File: src/rtl/barrier_handshake_ctrl.sv
// ---------------------------------------------------------------------------
// barrier_handshake_ctrl
//
// Participant-facing control for a single barrier, wrapped around an external
// presence detector. Each participant's sync request (valid/ready) is turned
// into a one-cycle present pulse for the detector. When the detector reports
// that everyone is present, every participant gets a wake handshake. After the
// last wake is consumed, the detector is cleared for one cycle and the
// barrier re-opens. The block also keeps an epoch counter of completed
// barriers, flags duplicate requests and, optionally, flags a slow arrival
// phase.
//
// Ports
//   clk_i          clock
//   rstn_i         asynchronous active-low reset (shared with the detector)
//   req_valid_i    [P]  participant i requests barrier entry
//   req_ready_o    [P]  request accepted when valid & ready (same for all i)
//   present_o      [P]  to detector present_i, one pulse per new arrival
//   all_present_i       from detector all_present_o
//   clear_o             to detector clear_i, one-cycle pulse
//   wake_valid_o   [P]  wake pending for participant i
//   wake_ready_i   [P]  participant i consumes its wake
//   epoch_o        [CNT_W] completed barriers, modulo 2^CNT_W
//   dup_err_o           one-cycle pulse after a request from an arrived participant
//   timeout_o           one-cycle pulse after TIMEOUT cycles in COLLECT
// ---------------------------------------------------------------------------
module barrier_handshake_ctrl #(
    parameter int PARTICIPANTS = 4,
    parameter int CNT_W        = 8,
    parameter int TIMEOUT      = 0
) (
    input  logic                    clk_i,
    input  logic                    rstn_i,
    input  logic [PARTICIPANTS-1:0] req_valid_i,
    output logic [PARTICIPANTS-1:0] req_ready_o,
    output logic [PARTICIPANTS-1:0] present_o,
    input  logic                    all_present_i,
    output logic                    clear_o,
    output logic [PARTICIPANTS-1:0] wake_valid_o,
    input  logic [PARTICIPANTS-1:0] wake_ready_i,
    output logic [CNT_W-1:0]        epoch_o,
    output logic                    dup_err_o,
    output logic                    timeout_o
);

    localparam logic [1:0] ST_IDLE    = 2'd0;
    localparam logic [1:0] ST_COLLECT = 2'd1;
    localparam logic [1:0] ST_WAKE    = 2'd2;
    localparam logic [1:0] ST_CLEAR   = 2'd3;

    logic [1:0]              state_q, state_d;
    logic [PARTICIPANTS-1:0] arrived_q, arrived_d;
    logic [PARTICIPANTS-1:0] wake_pend_q, wake_pend_d;
    logic [CNT_W-1:0]        epoch_q, epoch_d;
    logic                    dup_err_q, dup_err_d;
    logic                    accepting;
    logic [PARTICIPANTS-1:0] accept;

    // Ready is gated by rstn_i so every output reads 0 while reset is held,
    // even though the FSM already sits in IDLE.
    assign accepting    = rstn_i & ((state_q == ST_IDLE) | (state_q == ST_COLLECT));
    assign req_ready_o  = {PARTICIPANTS{accepting}};
    assign accept       = req_valid_i & req_ready_o;
    // Duplicates are accepted (so the requester is not stalled) but never
    // forwarded to the detector.
    assign present_o    = accept & ~arrived_q;
    assign wake_valid_o = wake_pend_q;
    assign clear_o      = (state_q == ST_CLEAR);
    assign epoch_o      = epoch_q;
    assign dup_err_o    = dup_err_q;

    always_comb begin
        state_d     = state_q;
        arrived_d   = arrived_q;
        wake_pend_d = wake_pend_q;
        epoch_d     = epoch_q;
        dup_err_d   = |(accept & arrived_q);
        case (state_q)
            ST_IDLE, ST_COLLECT: begin
                arrived_d = arrived_q | accept;
                // all_present_i may rise in the same cycle as the final
                // accept when the detector is combinational.
                if (all_present_i) begin
                    state_d     = ST_WAKE;
                    wake_pend_d = '1;
                end else if ((state_q == ST_IDLE) && (|accept)) begin
                    state_d = ST_COLLECT;
                end
            end
            ST_WAKE: begin
                // all_present_i is ignored here; a registered detector keeps
                // it high until the clear.
                wake_pend_d = wake_pend_q & ~wake_ready_i;
                if (wake_pend_d == '0) begin
                    state_d = ST_CLEAR;
                end
            end
            ST_CLEAR: begin
                arrived_d = '0;
                epoch_d   = epoch_q + CNT_W'(1);
                state_d   = ST_IDLE;
            end
            default: begin
                state_d = ST_IDLE;
            end
        endcase
    end

    always_ff @(posedge clk_i or negedge rstn_i) begin
        if (!rstn_i) begin
            state_q     <= ST_IDLE;
            arrived_q   <= '0;
            wake_pend_q <= '0;
            epoch_q     <= '0;
            dup_err_q   <= 1'b0;
        end else begin
            state_q     <= state_d;
            arrived_q   <= arrived_d;
            wake_pend_q <= wake_pend_d;
            epoch_q     <= epoch_d;
            dup_err_q   <= dup_err_d;
        end
    end

    if (TIMEOUT > 0) begin : g_tmo
        localparam int              TW      = $clog2(TIMEOUT + 1);
        localparam logic [TW-1:0]   TMO_MAX = TW'(TIMEOUT);

        logic [TW-1:0] tmo_cnt_q, tmo_cnt_d;
        logic          tmo_fired_q, tmo_fired_d;
        logic          tmo_hit;

        // Fires once per barrier; the counter saturates so it cannot wrap
        // back into another hit.
        assign tmo_hit   = (state_q == ST_COLLECT) && (tmo_cnt_q == TMO_MAX) && !tmo_fired_q;
        assign timeout_o = tmo_hit;

        always_comb begin
            tmo_cnt_d   = tmo_cnt_q;
            tmo_fired_d = tmo_fired_q;
            if (state_q == ST_CLEAR) begin
                tmo_cnt_d   = '0;
                tmo_fired_d = 1'b0;
            end else if (state_q == ST_COLLECT) begin
                if (tmo_cnt_q != TMO_MAX) begin
                    tmo_cnt_d = tmo_cnt_q + TW'(1);
                end
                if (tmo_hit) begin
                    tmo_fired_d = 1'b1;
                end
            end
        end

        always_ff @(posedge clk_i or negedge rstn_i) begin
            if (!rstn_i) begin
                tmo_cnt_q   <= '0;
                tmo_fired_q <= 1'b0;
            end else begin
                tmo_cnt_q   <= tmo_cnt_d;
                tmo_fired_q <= tmo_fired_d;
            end
        end
    end else begin : g_no_tmo
        assign timeout_o = 1'b0;
    end

endmodule

File: config.mk
export PLATFORM = sky130hd
export DESIGN_NAME = barrier_handshake_ctrl
export DESIGN_NICKNAME = d
export VERILOG_FILES = /design/src/rtl/barrier_handshake_ctrl.sv
export SDC_FILE = /design/constraint.sdc
export NUM_CORES = 1
export LEC_CHECK = 0
export ABC_AREA = 1
export CAP_MARGIN = 15
export CELL_PAD_IN_SITES_DETAIL_PLACEMENT = 0
export CELL_PAD_IN_SITES_GLOBAL_PLACEMENT = 1
export CORE_MARGIN = 10
export CORE_UTILIZATION = 31
export CTS_CLUSTER_DIAMETER = 30
export DETAILED_ROUTE_END_ITERATION = 8
export PLACE_DENSITY = 0.85
export SLEW_MARGIN = 20
export SYNTH_ARGS = -nofsm -noshare
export SYNTH_HDL_FRONTEND = slang
export SYNTH_SLANG_ARGS = --single-unit
File: constraint.sdc
create_clock -name clk_i -period 1.4 [get_ports clk_i]
set_input_delay 0.35 -clock clk_i [delete_from_list [all_inputs] [get_ports clk_i]]
set_output_delay 0.35 -clock clk_i [all_outputs]
set_load 0.1 [all_outputs]
== Yosys cells after proc, flatten, opt, wreduce, memory -nomap -nowiden ==
Index checks and enable logic that the tools add are counted.
Widths: inputs -> output; s select.
Storage, ports and cells
  logic and storage cells: 38
  output and inout bits: 23
  input port bits: 11
  register bits after elaboration: 19
Operators by class
  reductions and logical operators: 10
  eq/ne operators: 6
  mux-type cells: 7
  bitwise logic cells: 9
  add/subtract/negate cells: 1
Operators by type and width (number)
  $and 4x4->4: 4
  $pmux 4 s2: 2
  $add 8x1->8 const B: 1
  $not 4->4: 2
  $reduce_or 4->1: 2
  $mux 2: 3
  $pmux 2 s3: 1
  $eq 2x2->1 const B: 2
  $logic_not 4->1: 1
  $mux 4: 1
  $ne 2x2->1 const B: 2
  $or 4x4->4: 1
  $reduce_and 2->1: 2
  $reduce_bool 2->1: 2
  $ne 3x3->1 const B: 1
  $eq 2x1->1 const B: 1
  $logic_not 2->1: 1
  $reduce_or 2->1: 1
  $and 1x1->1: 1
  $logic_and 1x1->1: 1
  $or 1x1->1: 1

== Longest topological paths before layout ==
  depth after elaboration: 9
  gate-level depth with buffers: 7
  mapped depth without buffers: 7

== Least setup slack after synthesis ==
No wires, ideal clock.
  path kind: register to output
  start point: register state_q[1]
  end point: output port present_o[0]
  path slack: -1172 ps
  buffers on the path: 0
  required time: 1050 ps
  cell stages (with the launch flop): 6
  arrival time: 2222 ps
  cells stage by stage: dfrtp_1 nor2_1 inv_1 nor2_1 inv_1 nor2_1
Between the ends
  word-level cells in the longest chain between the ends: 5
  elaborated cells on any way between the ends: 6
  those cells by class: eq/ne: 1; bitwise: 4; reduce/logical: 1
RTL lines
  from (decl): RTL line 51  | logic [1:0] state_q, state_d;
  from (signal assigned): RTL line 117  | state_q <= state_d;
  $eq 2x1->1 or $logic_not 2->1 (tied branches): RTL line 61  | assign accepting = rstn_i & ((state_q == ST_IDLE) | (state_q == ST_COLLECT));
  $or 1x1->1 (*): RTL line 61
  $and 1x1->1 (*): RTL line 61
  net accepting: RTL line 56  | logic accepting;
  $and 4x4->4 (*): RTL line 63  | assign accept = req_valid_i & req_ready_o;
  $and 4x4->4 (*): RTL line 66  | assign present_o = accept & ~arrived_q;
  to (decl): RTL line 36  | output logic [PARTICIPANTS-1:0] present_o,
Mark *: on every way through the listed nets, which the timed path passes. The rest lies on a longest branch.

== Worst setup path after layout ==
  start point: input port req_valid_i[1]
  end point: output port present_o[1]
Between the ends
  word-level cells in the longest chain between the ends: 2
RTL lines
  from (decl): RTL line 34  | input logic [PARTICIPANTS-1:0] req_valid_i,
  $and 4x4->4: RTL line 63
  $and 4x4->4: RTL line 66
No other way between the ends.

==> flow_metrics.env <==
export IMPL_rr_worst_depth=7
export IMPL_cts_root_buf="clkbuf_4"
export IMPL_path_class="primary input to output pin"
export IMPL_h_tree_depth=1
export IMPL_drive_above_1_share_pct=41.2
export IMPL_synth_common_cells="34 x nand2_1, 25 x inv_1, 21 x nor2_1"
export IMPL_yosys_top_cells_area="dfrtp_1 48%, nand2_1 13%, inv_1 9.6%, nor2_1 8.0%, nand4_1 4.5%"
export IMPL_viasPerCell=4.41
export IMPL_yosysMostFrequentCell="nand2_1"
export IMPL_route_detailed_drc=0
export IMPL_die_w_um=76.3
export IMPL_drtPass1Iterations=4
export IMPL_grt_pass1_vias=1014
export IMPL_cts_reportedPaths_clkPinSlew_ps=120
export IMPL_boundaryPins=34
export IMPL_synth_seq_area_share_pct=48.5
export IMPL_insertion_delay_ps=300
export IMPL_start_util_pct=32.1
export IMPL_routed_via_count=943
export IMPL_synth_flop_cell="dfrtp_1"
export IMPL_hold_class="primary input to asynchronous set/reset pin"
export IMPL_nets=183
export IMPL_grt_max_degree=20
export IMPL_drt_iter0_markers=36
export IMPL_utilization_pct=58.4
export IMPL_std_cell_rows=20
export IMPL_grt_usage_pct=9.65
export IMPL_diodes=0
export IMPL_multi_input_area_um2=475
export IMPL_grt_pass1_wl_mm=4.79
export IMPL_yosysTopAreaCell="dfrtp_1"
export IMPL_synth_edff_count=0
export IMPL_synth_net_count=141
export IMPL_clock_skew_ps=9.90
export IMPL_overflow=0
export IMPL_hold_viol_final=0
export IMPL_slew_viol_final=0
export IMPL_ys_types=18
export IMPL_async_reset_ff_share_pct=100
export IMPL_die_h_um=76.3
export IMPL_rsz0062_at_grt="true"
export IMPL_reg2reg_from="state_q[1]"
export IMPL_drtAntennaViolNets=0
export IMPL_gp_congestion=0.754
export IMPL_die_area_um2=5810
export IMPL_seq_area_um2=494
export IMPL_wl_per_cell_um=12.4
export IMPL_syn_area_um2=981
export IMPL_timing_hold_ws_ps=176
export IMPL_synth_avg_cell_area_um2=7.60
export IMPL_critPathRequiredTime_ps=1050
export IMPL_ys_ff_latch=19
export IMPL_yosysWarnings=0
export IMPL_cts_sinks=19
export IMPL_crit_path_end_kind="output pin"
export IMPL_wirelength_mm=2.65
export IMPL_arrival_ps=1360
export IMPL_dp_hpwl_mm=2.09
export IMPL_rrSetupSlack_ps=80
export IMPL_coreArea_um2=3050
export IMPL_outcome="finished, violations left"
export IMPL_setup_viol=9
export IMPL_max_cap_violations=0
export IMPL_numCtsBuffers=3
export IMPL_min_period_over_period_pct=122
export IMPL_max_freq_mhz=586
export IMPL_critical_path_peak_fanout=2
export IMPL_n_fill_cell=271
export IMPL_antenna_found_initial=0
export IMPL_clock_path_buffers=2
export IMPL_place_port_buffers=32
export IMPL_period_minus_slack_ps=1710
export IMPL_netlist_instances=129
export IMPL_area_growth_pct=81.6
export IMPL_cts_tree="built"
export IMPL_fin_ws_ps=-307
export IMPL_start_kind="primary input"
export IMPL_r2r_end="epoch_o[3]"
export IMPL_synth_top_area_share_pct=48.5
export IMPL_failed_checks="negative setup slack"
==> repair_timing <==
| item | CTS | global route |
|---|---|---|
| gates cloned | 0 | 0 |
| endpoints found under the setup margin | 9 | 16 |
| resized for setup | 18 | 4 |
| hold buffers | 0 | 0 |
| pin swaps | 3 | 4 |
| setup buffers | 3 | 2 |
==> registers in the layout, indices dropped and copies added, names as in the netlist <==
| signal | cells |
|---|---|
| state_q | 2 |
| dup_err_o | 1 |
| arrived_q | 4 |
| epoch_o | 8 |
| wake_valid_o | 4 |
==> metal layers <==
metal	vias to the layer above	part of all wire, %	GRT usage, %
li1	462	-	-
met1	451	42	11.4
met2	26	50	15.8
met3	4	7.1	3.30
met4	0	1.4	3.53
met5	-	0	0
==> logic make-up (layout without fill, tap and decap cells) <==
logic type	after synthesis	count (layout)	share of synthesized area (%)
AND/OR/NAND/NOR	67	67	29.5
XOR/XNOR	4	4	3.57
buffers and inverters	31	72	13.8
other	1	1	0.382
flip-flops	19	19	48.5
AO/OA/AOI/OAI	6	6	3.06
adder cells (fa/ha/maj)	1	1	1.28
==> layout make-up <==
type	instances	area share [%]
Tap cell	44	3.09
Clock inverter	1	0.281
Multi-Input combinational cell	79	26.7
Clock buffer	3	1.26
Timing Repair Buffer	42	34.9
Sequential cell	19	27.7
Inverter	26	6.04
==> how the worst max path moves through the flow <==
| stage | start | end |
|---|---|---|
| 2_1_floorplan | state_q[1] | present_o[0] |
| 3_3_place_gp | rstn_i | present_o[1] |
| 3_5_place_dp | rstn_i | present_o[0] |
| 4_1_cts | state_q[1] | present_o[1] |
| 5_1_grt | state_q[1] | present_o[1] |
| 6_report | req_valid_i[1] | present_o[1] |
==> layout by cell type, fill, tap and decap left out, types with 5 or more instances in the layout <==
master / netlist / routed
nand2_1: 34 / 34
buf_12: 0 / 22
inv_1: 25 / 19
nor2_4: 1 / 10
nor2_1: 21 / 10
dfrtp_2: 0 / 9
clkdlybuf4s50_1: 0 / 9
dfrtp_1: 19 / 8
buf_4: 5 / 8
nand4_1: 7 / 7
inv_2: 1 / 5
==> worst max-delay path, cell delays in order <==
cell	delay, ps
clkdlybuf4s50_1	490
inv_1	70
nor2_4	110
inv_2	50
nor2_4	90
buf_12	180
==> per-stage QoR <==
| stage | setup WS, ps | setup TNS (ps) | instance area, um2 | cells |
|---|---|---|---|---|
| detailed placement | -541 | -3970 | 1660 | 206 |
| global route | -365 | -2660 | 1780 | 214 |
| global placement | -534 | -3830 | 1660 | 206 |
| floorplan | -246 | -976 | 1050 | 129 |
| finish | -307 | -2150 | 1780 | 214 |
| CTS | -337 | -2510 | 1760 | 213 |
Power is left out: the tool's default activity adds up to more than one toggle a clock period on the data nets, which glitch-free logic cannot reach.
